===== src/rtl/e203_exu_fpu_fcmp_pipe.sv =====
// ---------------------------------------------------------------------------
// e203_exu_fpu_fcmp_pipe
//
// Two-stage elastic floating-point compare/select unit (FEQ/FLT/FLE/FMIN/FMAX)
// for IEEE-754 binary formats with configurable exponent/mantissa widths.
// Stage 1 registers the operands together with their classification and a
// magnitude comparison; stage 2 registers the final result, flags and tag.
//
// Ports
//   clk, rst              clock, synchronous active-high reset
//   i_flush               kill all in-flight operations (and any same-cycle input)
//   i_valid/i_ready       dispatch handshake
//   i_op                  0=EQ 1=LT 2=LE 3=MIN 4=MAX, 5..7 reserved
//   i_rs1/i_rs2/i_tag     operands a/b and opaque tag
//   o_valid/o_ready       writeback handshake
//   o_wdat                0/1 for compares, selected operand for MIN/MAX
//   o_fflags              {NV,DZ,OF,UF,NX}; only NV is produced
//   o_tag                 tag of the result
// ---------------------------------------------------------------------------
module e203_exu_fpu_fcmp_pipe #(
    parameter  int EXP_W = 8,
    parameter  int MAN_W = 23,
    parameter  int TAG_W = 5,
    localparam int FLEN  = 1 + EXP_W + MAN_W
) (
    input  logic             clk,
    input  logic             rst,
    input  logic             i_flush,
    input  logic             i_valid,
    output logic             i_ready,
    input  logic [2:0]       i_op,
    input  logic [FLEN-1:0]  i_rs1,
    input  logic [FLEN-1:0]  i_rs2,
    input  logic [TAG_W-1:0] i_tag,
    output logic             o_valid,
    input  logic             o_ready,
    output logic [FLEN-1:0]  o_wdat,
    output logic [4:0]       o_fflags,
    output logic [TAG_W-1:0] o_tag
);

    typedef enum logic [2:0] {
        OP_EQ  = 3'd0,
        OP_LT  = 3'd1,
        OP_LE  = 3'd2,
        OP_MIN = 3'd3,
        OP_MAX = 3'd4
    } op_e;

    localparam logic [FLEN-1:0] CANON_NAN =
        {1'b0, {EXP_W{1'b1}}, 1'b1, {(MAN_W-1){1'b0}}};

    // ---------------- stage 1 state ----------------
    logic             s1_v_q, s1_v_d;
    logic [2:0]       s1_op_q;
    logic [TAG_W-1:0] s1_tag_q;
    logic [FLEN-1:0]  s1_a_q, s1_b_q;
    logic             s1_a_nan_q, s1_a_snan_q, s1_a_zero_q;
    logic             s1_b_nan_q, s1_b_snan_q, s1_b_zero_q;
    logic             s1_mag_lt_q, s1_mag_eq_q;

    // ---------------- stage 2 state ----------------
    logic             s2_v_q, s2_v_d;
    logic [FLEN-1:0]  s2_wdat_q, s2_wdat_d;
    logic [4:0]       s2_fflags_q, s2_fflags_d;
    logic [TAG_W-1:0] s2_tag_q;

    // ---------------- handshake ----------------
    logic s2_ready, s1_ready, accept, s2_load;

    assign s2_ready = ~s2_v_q | o_ready;
    assign s1_ready = ~s1_v_q | s2_ready;
    assign i_ready  = s1_ready & ~i_flush;
    assign accept   = i_valid & i_ready;
    assign s2_load  = s1_v_q & s2_ready & ~i_flush;

    // ---------------- input classification ----------------
    logic a_nan, a_snan, a_zero, b_nan, b_snan, b_zero;

    assign a_nan  = (&i_rs1[FLEN-2:MAN_W]) & (|i_rs1[MAN_W-1:0]);
    assign b_nan  = (&i_rs2[FLEN-2:MAN_W]) & (|i_rs2[MAN_W-1:0]);
    assign a_snan = a_nan & ~i_rs1[MAN_W-1];
    assign b_snan = b_nan & ~i_rs2[MAN_W-1];
    assign a_zero = ~|i_rs1[FLEN-2:0];
    assign b_zero = ~|i_rs2[FLEN-2:0];

    // ---------------- stage 2 result logic ----------------
    logic a_neg, b_neg, both_zero, any_nan, any_snan;
    logic ord_lt, ord_eq, tot_lt;

    assign a_neg     = s1_a_q[FLEN-1];
    assign b_neg     = s1_b_q[FLEN-1];
    assign both_zero = s1_a_zero_q & s1_b_zero_q;
    assign any_nan   = s1_a_nan_q | s1_b_nan_q;
    assign any_snan  = s1_a_snan_q | s1_b_snan_q;

    // Ordering of non-NaN operands where +0 == -0. Negative operands invert
    // the magnitude order.
    assign ord_eq = both_zero | ((a_neg == b_neg) & s1_mag_eq_q);
    assign ord_lt = (a_neg != b_neg) ? (a_neg & ~both_zero)
                  : (a_neg ? (~s1_mag_lt_q & ~s1_mag_eq_q) : s1_mag_lt_q);

    // MIN/MAX additionally order -0 below +0.
    assign tot_lt = ord_lt | (both_zero & a_neg & ~b_neg);

    always_comb begin
        // NOTE: every always_comb output gets a default first so no path
        // leaves it unassigned, which would otherwise infer a latch.
        s2_wdat_d   = '0;
        s2_fflags_d = '0;
        case (s1_op_q)
            OP_EQ: begin
                s2_wdat_d      = {{(FLEN-1){1'b0}}, ~any_nan & ord_eq};
                s2_fflags_d[4] = any_snan;
            end
            OP_LT: begin
                s2_wdat_d      = {{(FLEN-1){1'b0}}, ~any_nan & ord_lt};
                s2_fflags_d[4] = any_nan;
            end
            OP_LE: begin
                s2_wdat_d      = {{(FLEN-1){1'b0}}, ~any_nan & (ord_lt | ord_eq)};
                s2_fflags_d[4] = any_nan;
            end
            OP_MIN, OP_MAX: begin
                if (s1_a_nan_q && s1_b_nan_q)
                    s2_wdat_d = CANON_NAN;
                else if (s1_a_nan_q)
                    s2_wdat_d = s1_b_q;
                else if (s1_b_nan_q)
                    s2_wdat_d = s1_a_q;
                else if (s1_op_q == OP_MIN)
                    s2_wdat_d = tot_lt ? s1_a_q : s1_b_q;
                else
                    s2_wdat_d = tot_lt ? s1_b_q : s1_a_q;
                s2_fflags_d[4] = any_snan;
            end
            default: ;  // reserved ops: zero result and flags
        endcase
    end

    // ---------------- valid next-state ----------------
    always_comb begin
        s1_v_d = s1_v_q;
        s2_v_d = s2_v_q;
        if (i_flush) begin
            s1_v_d = 1'b0;
            s2_v_d = 1'b0;
        end else begin
            if (s2_ready) s2_v_d = s1_v_q;
            if (s1_ready) s1_v_d = i_valid;
        end
    end

    // ---------------- registers ----------------
    // NOTE: sequential state uses non-blocking assignments so every register
    // samples pre-edge values regardless of statement order.
    always_ff @(posedge clk) begin
        if (rst) begin
            // NOTE: payload registers are cleared too, because the outputs are
            // driven straight from stage 2 and must read zero out of reset.
            s1_v_q      <= 1'b0;
            s1_op_q     <= '0;
            s1_tag_q    <= '0;
            s1_a_q      <= '0;
            s1_b_q      <= '0;
            s1_a_nan_q  <= 1'b0;
            s1_a_snan_q <= 1'b0;
            s1_a_zero_q <= 1'b0;
            s1_b_nan_q  <= 1'b0;
            s1_b_snan_q <= 1'b0;
            s1_b_zero_q <= 1'b0;
            s1_mag_lt_q <= 1'b0;
            s1_mag_eq_q <= 1'b0;
            s2_v_q      <= 1'b0;
            s2_wdat_q   <= '0;
            s2_fflags_q <= '0;
            s2_tag_q    <= '0;
        end else begin
            s1_v_q <= s1_v_d;
            s2_v_q <= s2_v_d;
            if (accept) begin
                s1_op_q     <= i_op;
                s1_tag_q    <= i_tag;
                s1_a_q      <= i_rs1;
                s1_b_q      <= i_rs2;
                s1_a_nan_q  <= a_nan;
                s1_a_snan_q <= a_snan;
                s1_a_zero_q <= a_zero;
                s1_b_nan_q  <= b_nan;
                s1_b_snan_q <= b_snan;
                s1_b_zero_q <= b_zero;
                s1_mag_lt_q <= i_rs1[FLEN-2:0] <  i_rs2[FLEN-2:0];
                s1_mag_eq_q <= i_rs1[FLEN-2:0] == i_rs2[FLEN-2:0];
            end
            if (s2_load) begin
                s2_wdat_q   <= s2_wdat_d;
                s2_fflags_q <= s2_fflags_d;
                s2_tag_q    <= s1_tag_q;
            end
        end
    end

    assign o_valid  = s2_v_q;
    assign o_wdat   = s2_wdat_q;
    assign o_fflags = s2_fflags_q;
    assign o_tag    = s2_tag_q;

endmodule


===== config.mk =====
export PLATFORM = sky130hd
export DESIGN_NAME = e203_exu_fpu_fcmp_pipe
export DESIGN_NICKNAME = d
export VERILOG_FILES = /design/src/rtl/e203_exu_fpu_fcmp_pipe.sv
export SDC_FILE = /design/constraint.sdc
export NUM_CORES = 1
export LEC_CHECK = 0
export ABC_AREA = 1
export BUFFER_PORTS_ARGS = -buffer_cell sky130_fd_sc_hd__buf_2
export CAP_MARGIN = 20
export CORE_ASPECT_RATIO = 0.75
export CORE_MARGIN = 4
export CORE_UTILIZATION = 55
export DETAILED_ROUTE_END_ITERATION = 8
export GPL_TIMING_DRIVEN = 0
export MAX_ROUTING_LAYER = met4
export PLACE_DENSITY = 0.88
export REMOVE_ABC_BUFFERS = 1
export SLEW_MARGIN = 20
export SYNTH_ARGS = -nofsm -noshare
export SYNTH_HDL_FRONTEND = slang
export SYNTH_SLANG_ARGS = --single-unit

===== constraint.sdc =====
create_clock -name clk -period 2.8 [get_ports clk]
set_clock_uncertainty 0.15 [all_clocks]
set_input_delay 0.56 -clock clk [delete_from_list [all_inputs] [get_ports clk]]
set_output_delay 0.56 -clock clk [all_outputs]
set_load 0.1 [all_outputs]

# After elaboration in Yosys (flattened, before gate mapping)
# Cells that the tools add are included.
# word_totals
register_bits	120
input_bits	77
output_inout_bits	44
# op_classes
order_cmp	1
eq_ne	7
mux	10
n_bitwise	34
n_reduce_logical	14
# ops
operator	n
$mux W32	6
$pmux W32 S4	1
$reduce_or A31 Y1	2
$reduce_or A23 Y1	2
$eq A31 B31 Y1	1
$lt A31 B31 Y1	1
$and A1 B1 Y1	17
$reduce_and A8 Y1	2
$not A1 Y1	10
$or A1 B1 Y1	7
$eq A3 B2 Y1 const B	2
$reduce_or A2 Y1	3
$eq A3 B1 Y1 const B	1
$eq A3 B3 Y1 const B	1
$logic_not A3 Y1	1
$reduce_or A3 Y1	1
$logic_not A1 Y1	2
$mux W1	2
$pmux W1 S2	1
$eq A1 B1 Y1	1
$logic_and A1 B1 Y1	1
$ne A1 B1 Y1	1

# Logic depth before layout (Yosys ltp)
# Gate-level depths: netlist (run 1).
# logic_depth
ltp_word	11
depth_mapped	14

# Least setup slack after synthesis (run 1)
# No wires, ideal clock.
# synth_timing
path_type	reg2out
from	reg s2_v_q (netlist: o_valid)
to	out i_ready
t_arrival_ns	1.903
slack_ns	0.187
path_stages_with_launch	8
path_buffers	0
cell_sequence	dfxtp_1 inv_1 nor2_2 inv_1 nor2_1 inv_1 nand2_1 inv_1
# synth_between
elab_chain_cells	4
# synth_lines
element	line_no	source
from (decl)	63	logic s2_v_q, s2_v_d;
from (signal assigned)	180	s2_v_q <= s2_v_d;
$not A1 Y1	71	assign s2_ready = ~s2_v_q | o_ready;
$or A1 B1 Y1	71	
$or A1 B1 Y1	72	assign s1_ready = ~s1_v_q | s2_ready;
$and A1 B1 Y1	73	assign i_ready = s1_ready & ~i_flush;
to (decl)	30	output logic i_ready,
# Every way passes these cells.

# Worst setup path in the final report (run 1)
# layout_timing
from	reg s1_a_q[31]
to	reg s2_wdat_q[28] (netlist: o_wdat[28])
# layout_between
elab_chain_cells	9
word_cells_on_any_way	14
classes_between	eq/ne: 1; mux: 9; bitwise: 4
# layout_lines
element	line_no	source
from (decl)	57	logic [FLEN-1:0] s1_a_q, s1_b_q;
from (signal assigned)	184	s1_a_q <= i_rs1;
$mux W1 (tied with other cells)	101	: (a_neg ? (~s1_mag_lt_q & ~s1_mag_eq_q) : s1_mag_lt_q);
$mux W1 or $and A1 B1 Y1 (tied branches)	100, 104	
$or A1 B1 Y1 *	104	assign tot_lt = ord_lt | (both_zero & a_neg & ~b_neg);
$mux W32, on equally long branches	134, 132	
$mux W32 *	131	else if (s1_op_q == OP_MIN)
$mux W32 *	129	else if (s1_b_nan_q)
$mux W32 *	127	else if (s1_a_nan_q)
$mux W32 *	125	if (s1_a_nan_q && s1_b_nan_q)
$pmux W32 S4 *	111	case (s1_op_q)
to (signal assigned)	196	s2_wdat_q <= s2_wdat_d;
to (decl)	64	logic [FLEN-1:0] s2_wdat_q, s2_wdat_d;
# Every way passes the cells marked *; elsewhere a longest branch is shown, timed or not.
# A chain may end at the register's enable or synchronous reset.

==> metrics, run 1 <==
outcome=finished, final reports clean; P_leak=3.170 nW; critical path peak fanout=between 50 and 60; Synth area leader=dfxtp_1; Detailed Route WL=14.96 mm; IO Pins=121; fin nets=994; hold crit path type=input pin to flop; flop2flop setup slack=0.31 ns; Worst-path clk slew=approximately 0.050 ns; # rows=32; CTS max path bufs=2; peak supply drop=0.4961 mV; final hold violation count=0; worst skew pair latency=0.41 ns; Final Wtd Congestion=0.8724; Initial Utilization=0.5640; fmax=0.4017 GHz; Reg2Reg Depth=14; Post-Syn Area=just under 6000 µm²; Core ar.=~10000 µm²; Hold Crit Start=i_tag[0]; tightest hold margin=roughly 0.24 ns; Design Area, Final=7017 µm²; CP Data Required Time=2.90 ns; Max Cap Viol=0; setup ws final=0.3109 ns; synth unique cells=34; top cell type's share of synthesized area=0.4140; Worst-Margin Slew=between 1 and 1.5 ns; slew margin rel.=0.3039; Hold Path Depth=3; main flop type after synthesis=dfxtp_1; ANT cells=0; Final setup viols=0; Final Cycle Share=0.8890; first-pass GRT wire length=24.17 mm; DRT Pass-1 Iters=5; Mapped Avg Cell Area=7.392 µm²; CP arrival=2.59 ns; fraction of registers with async set or reset after synthesis=0; htree depth=4; fraction of layout cells with a size suffix above 1=0.1998; Post-DP HPWL=10.28 mm; die height=96.96 µm; Crit Path Class=flop to flop; grt ovf=0; Worst R2R End=o_wdat[28]; pre-CTS setup slack=0.08160 ns; DRC viols=0; crit path launch type=flop; sequential cell area fraction in the yosys report=0.4140; cell area after placement=approximately 6400 µm²; Sink Count=120; min cycle time layout=approximately 2.5 ns; most frequent cell after synthesis=nand2_1; Synth Register Bits=120; FF-to-FF Start=s1_a_q[31]; vias per std cell=between 5 and 6; Post-CTS Hold Buffers=0; pin count of the biggest net entering global routing=54; Cell Pwr Density=648.0 nW/µm²; unrepaired setup endpoints after global routing=false; CTS root buffer=clkbuf_16; GRT Util Overall=0.2470; CTS tree=done; initial antenna violation count=0; Post-synth top cells=nand2_1, dfxtp_1, a21oi_1, nor2_1, o21ai_0; Synth area leaders=dfxtp_1, a21oi_1, nand2_1; via count=~5600; Port Buffers=116; Synth warnings=0; Worst Setup End Kind=flop; EDFF count, synth=0; number of DRC markers in iteration 0=365; vias in the first global route=5051; Gate Count Post-Synth=785; crit path from=s1_a_q[31]; total CTS buffers=17; layout-stage area growth over the synthesis result=20.91%; Hold Path End=s1_tag_q[0]; Die W=126.6 µm; die area=12280 µm²; post-route ant nets=0; routed len/inst=14.50 µm; Final Max Tran Viols=0
==> layout make-up <==
type	instances	area [µm²]
clock buffers	23	478.0
flip-flops and latches	120	2402
well taps	136	170.2
multi-input cells	542	2887
repair buffers	121	675.6
inverters	82	307.8
clock inverters	8	96.34
fillers	912	3273
==> how the worst max path moves through the flow <==
stage,end
after global routing,o_wdat[23]
after floorplan,s1_a_zero_q
final,o_wdat[28]
after global placement,s1_a_zero_q
after CTS,o_wdat[28]
after detailed placement,o_wdat[14]
==> metal layers <==
layer  vias up  GRT usage  routed length (µm)
met5         -          -                   0
met4         0    0.07337                 198
met3        20    0.05629                1115
met2       202     0.3593                6543
met1      2564     0.3436                7101
li1       2809          -                   -
==> power breakdown <==
group / switching, W / internal (W) / leakage (nW) / total [W]
combinational: 0.000428 / 0.000189 / 1.91 / 0.000617
sequential: 0.0000375 / 0.00178 / 0.981 / 0.00182
clock: 0.000738 / 0.00137 / 0.283 / 0.00211
==> logic make-up after synthesis <==
| logic type | count (synthesis) | share of synthesized area |
|---|---|---|
| and+or+nand+nor | 290 | 0.2180 |
| AOI/OAI and AO/OA | 215 | 0.2031 |
| buffers and inverters | 126 | 0.09314 |
| DFF | 120 | 0.4140 |
| adders and majority gates | 33 | 0.07115 |
| other | 1 | 0.0006462 |
==> flip-flops by register name (all words and copies together), names as in the netlist <==
register,flops
o_wdat,32
s1_a_q,32
s1_b_q,32
o_tag,5
s1_tag_q,5
s1_op_q,3
o_fflags,1
o_valid,1
s1_a_nan_q,1
s1_a_snan_q,1
s1_a_zero_q,1
s1_b_nan_q,1
s1_b_snan_q,1
s1_b_zero_q,1
s1_mag_eq_q,1
s1_mag_lt_q,1
s1_v_q,1
==> critical path: stages, from the launching register on <==
cell and delay, ns:
dfxtp_1 0.42, inv_2 0.09, ha_1 0.34, a21oi_2 0.11, nand2_1 0.07, nand2_2 0.10
nand2_2 0.07, nand2_2 0.06, nand3_2 0.12, nand2_8 0.29, inv_2 0.17, nand2_1 0.09
nand3_1 0.06, nand2_1 0.10, a21oi_2 0.06
==> cell usage in the layout, fill, tap and decap left out, types with 3 or more instances in the layout <==
master     netlist  layout
nand2_1        127     127
dfxtp_1        120     120
buf_2            9     116
a21oi_1         98      98
nor2_1          90      90
o21ai_0         79      79
inv_1           78      76
ha_1            33      33
nand3_1         25      25
o211ai_1        24      24
clkbuf_16        0      17
nand4_1         13      13
nor3_1          10      10
nand2_2          9       9
a21oi_2          7       7
inv_2            4       6
nor4_1           6       6
conb_1           1       4
clkinv_2         0       4
buf_12           0       4
clkbuf_1        21       3
clkbuf_8         0       3
==> stage by stage <==
step	util	total power (W)	setup TNS (ns)	cells
after floorplan	-	0.002244	-31.55	744
after global placement	0.6154	0.002430	-112.05	996
after detailed placement	0.6252	0.002457	0	1001
after CTS	0.6811	0.004559	0	1032
after global routing	0.6819	0.004721	0	1032
final	0.6819	0.004547	0	1032
==> repair_timing <==
| action | 4_1_cts | 5_1_grt |
|---|---|---|
| endpoints found under the setup margin | 0 | 8 |
| buffers inserted | 0 | 0 |
| gates resized for setup | 0 | 1 |
No activity file was read; power rests on OpenSTA's default activity.
==> run 2: changes to the inputs <==
--- a/config.mk
+++ b/config.mk
@@ -6,15 +6,15 @@
 export NUM_CORES = 1
 export LEC_CHECK = 0
 export ABC_AREA = 1
-export BUFFER_PORTS_ARGS = -buffer_cell sky130_fd_sc_hd__buf_2
 export CAP_MARGIN = 20
 export CORE_ASPECT_RATIO = 0.75
 export CORE_MARGIN = 4
-export CORE_UTILIZATION = 55
+export CORE_UTILIZATION = 60
 export DETAILED_ROUTE_END_ITERATION = 8
+export DONT_BUFFER_PORTS = 1
 export GPL_TIMING_DRIVEN = 0
 export MAX_ROUTING_LAYER = met4
-export PLACE_DENSITY = 0.88
+export PLACE_DENSITY = 0.84
 export REMOVE_ABC_BUFFERS = 1
 export SLEW_MARGIN = 20
 export SYNTH_ARGS = -nofsm -noshare
==> run 2 against run 1 <==
Net effect:
- via count fell by 5.0%
- non-clock buffer count decreased by 116
- sequential power is 2% higher
- hold slack lost 0.17 ns
- highest routed layer unchanged
==> metrics, run 2 (synthesized netlist as in run 1, its figures left out) <==
Crit Path Class=flop to primary output; hold crit path type=input pin to flop; number of DRC markers in iteration 0=401; CP peak stage delay=0.53 ns; Initial Utilization=0.6285; P_leak=2.646 nW; Port Buffers=0; Fillers=between 700 and 800; peak supply drop=0.4356 mV; GRT Util Overall=0.2826; Final Wtd Congestion=0.9071; min cycle time layout=approximately 2.7 ns; Sink Count=120; Worst Setup End Kind=primary output; CTS tree=done; post-route ant nets=0; cell area after placement=5851 µm²; Clk network pwr share=0.484; most frequent cells in the layout=nand2_1, dfxtp_1, a21oi_1; fin nets=878; # rows=30; initial antenna violation count=0; Design Area, Final=between 6000 and 7000 µm²; footprint of the multi-input gates=2889 µm²; fraction of layout cells with a size suffix above 1=0.08579; P_sw=0.001206 W; DRT Pass-1 Iters=5; pin count of the biggest net entering global routing=54; die area=11330 µm²; first-pass GRT wire length=between 20 and 25 mm; layout-stage area growth over the synthesis result=11.45%; outcome=finished, final reports clean; Post-CTS Hold Buffers=0; routed len/inst=around 17 µm; vias per std cell=approximately 5.8; Detailed Route WL=15.40 mm; CP cell instances=inv_1 -> nor2_2 -> inv_1 -> nor2_1 -> inv_1 -> nand2_2 -> clkinvlp_4; DRC viols=0; fmax=0.3737 GHz; CP arrival=1.97 ns; Final Max Tran Viols=0; htree depth=4; Die W=121.6 µm; Max Cap Viol=0; Hold Path Depth=1; grt ovf=0; Reg2Reg Depth=13; slew margin rel.=0.3214; Final Cycle Share=0.9557; Core ar.=9234 µm²; Worst-Margin Slew=1.017 ns; Seq pwr share=0.409; IO Pins=121; final hold violation count=0; CTS max path bufs=2; CP dominant cell by count=inv_1; Final setup viols=0; Crit-path slowest cell=dfxtp_4; Power Internal=roughly 0.0034 W; critical path peak fanout=2; ANT cells=0; total CTS buffers=17; via count=around 5300; unrepaired setup endpoints after global routing=true; die height=around 93 µm; CP Data Required Time=roughly 2.1 ns; crit path launch type=flop; Worst-path clk slew=about 0.060 ns; vias in the first global route=just over 5000; Cell Pwr Density=between 700 and 800 nW/µm²; worst skew pair latency=slightly above 0.4 ns; Sw Share=0.2643; Post-DP HPWL=10.64 mm; sequential standard cell area=2406 µm²; tightest hold margin=between 0.06 and 0.07 ns; commonest non-fill, non-tap cell in the layout=nand2_1; power share of the combinational group=0.107; CTS root buffer=clkbuf_16
[run 2: what timing repair did]
action	CTS	global route
setup buffers	0	0
resized for setup	3	3
setup endpoints to repair	34	15
[run 2: final cells by class]
class | count | area share
Inverter | 82 | 0.04817
Tap cell | 128 | 0.02476
Sequential cell | 120 | 0.3720
Clock buffer | 21 | 0.06965
Multi-Input combinational cell | 542 | 0.4467
Clock inverter | 11 | 0.02283
Timing Repair Buffer | 5 | 0.01586
[run 2: metrics by stage]
step           power, W  worst slack, ns   TNS, ns  instances    util
2_1_floorplan  0.002244          -0.7959    -31.55        744       -
3_3_place_gp   0.002332           -2.026   -109.90        872  0.6218
3_5_place_dp   0.002370          -0.2571    -5.416        877  0.6336
4_1_cts        0.004569          0.02647         0        909  0.6992
5_1_grt        0.004734         -0.05255  -0.05255        909  0.7004
6_report       0.004562           0.1242         0        909  0.7004
[run 2: path summary, 6_finish.rpt]
check             startpoint           to  slack (ns)
hold / removal           rst   o_wdat[29]        0.07
hold reg to reg   s1_a_q[26]   s1_a_q[26]        0.31
setup reg to reg     o_valid  s1_a_zero_q        0.14
setup / recovery     o_valid      i_ready        0.12
[run 2: routing by layer]
metal,vias to the layer above,part of all wire,global-route usage
li1,2576,-,-
met1,2448,0.42,0.3516
met2,256,0.46,0.4478
met3,37,0.097,0.07981
met4,0,0.018,0.09049
met5,-,0,-
[run 2: power groups by stage]
stage | combinational [W] | sequential (W) | clock, W
finish | 0.000489 | 0.00186 | 0.00221
global route | 0.000556 | 0.00187 | 0.00231
CTS | 0.000481 | 0.00186 | 0.00223
detailed placement | 0.000473 | 0.00190 | 0
global placement | 0.000438 | 0.00189 | 0
floorplan | 0.000356 | 0.00189 | 0
[run 2: worst max-delay path, delay by kind of cell (launching register included)]
| kind | cells | cell delay [ns] |
|---|---|---|
| AND/OR/NAND/NOR | 3 | 0.36 |
| buffers and inverters | 4 | 0.66 |
| flip-flops | 1 | 0.53 |
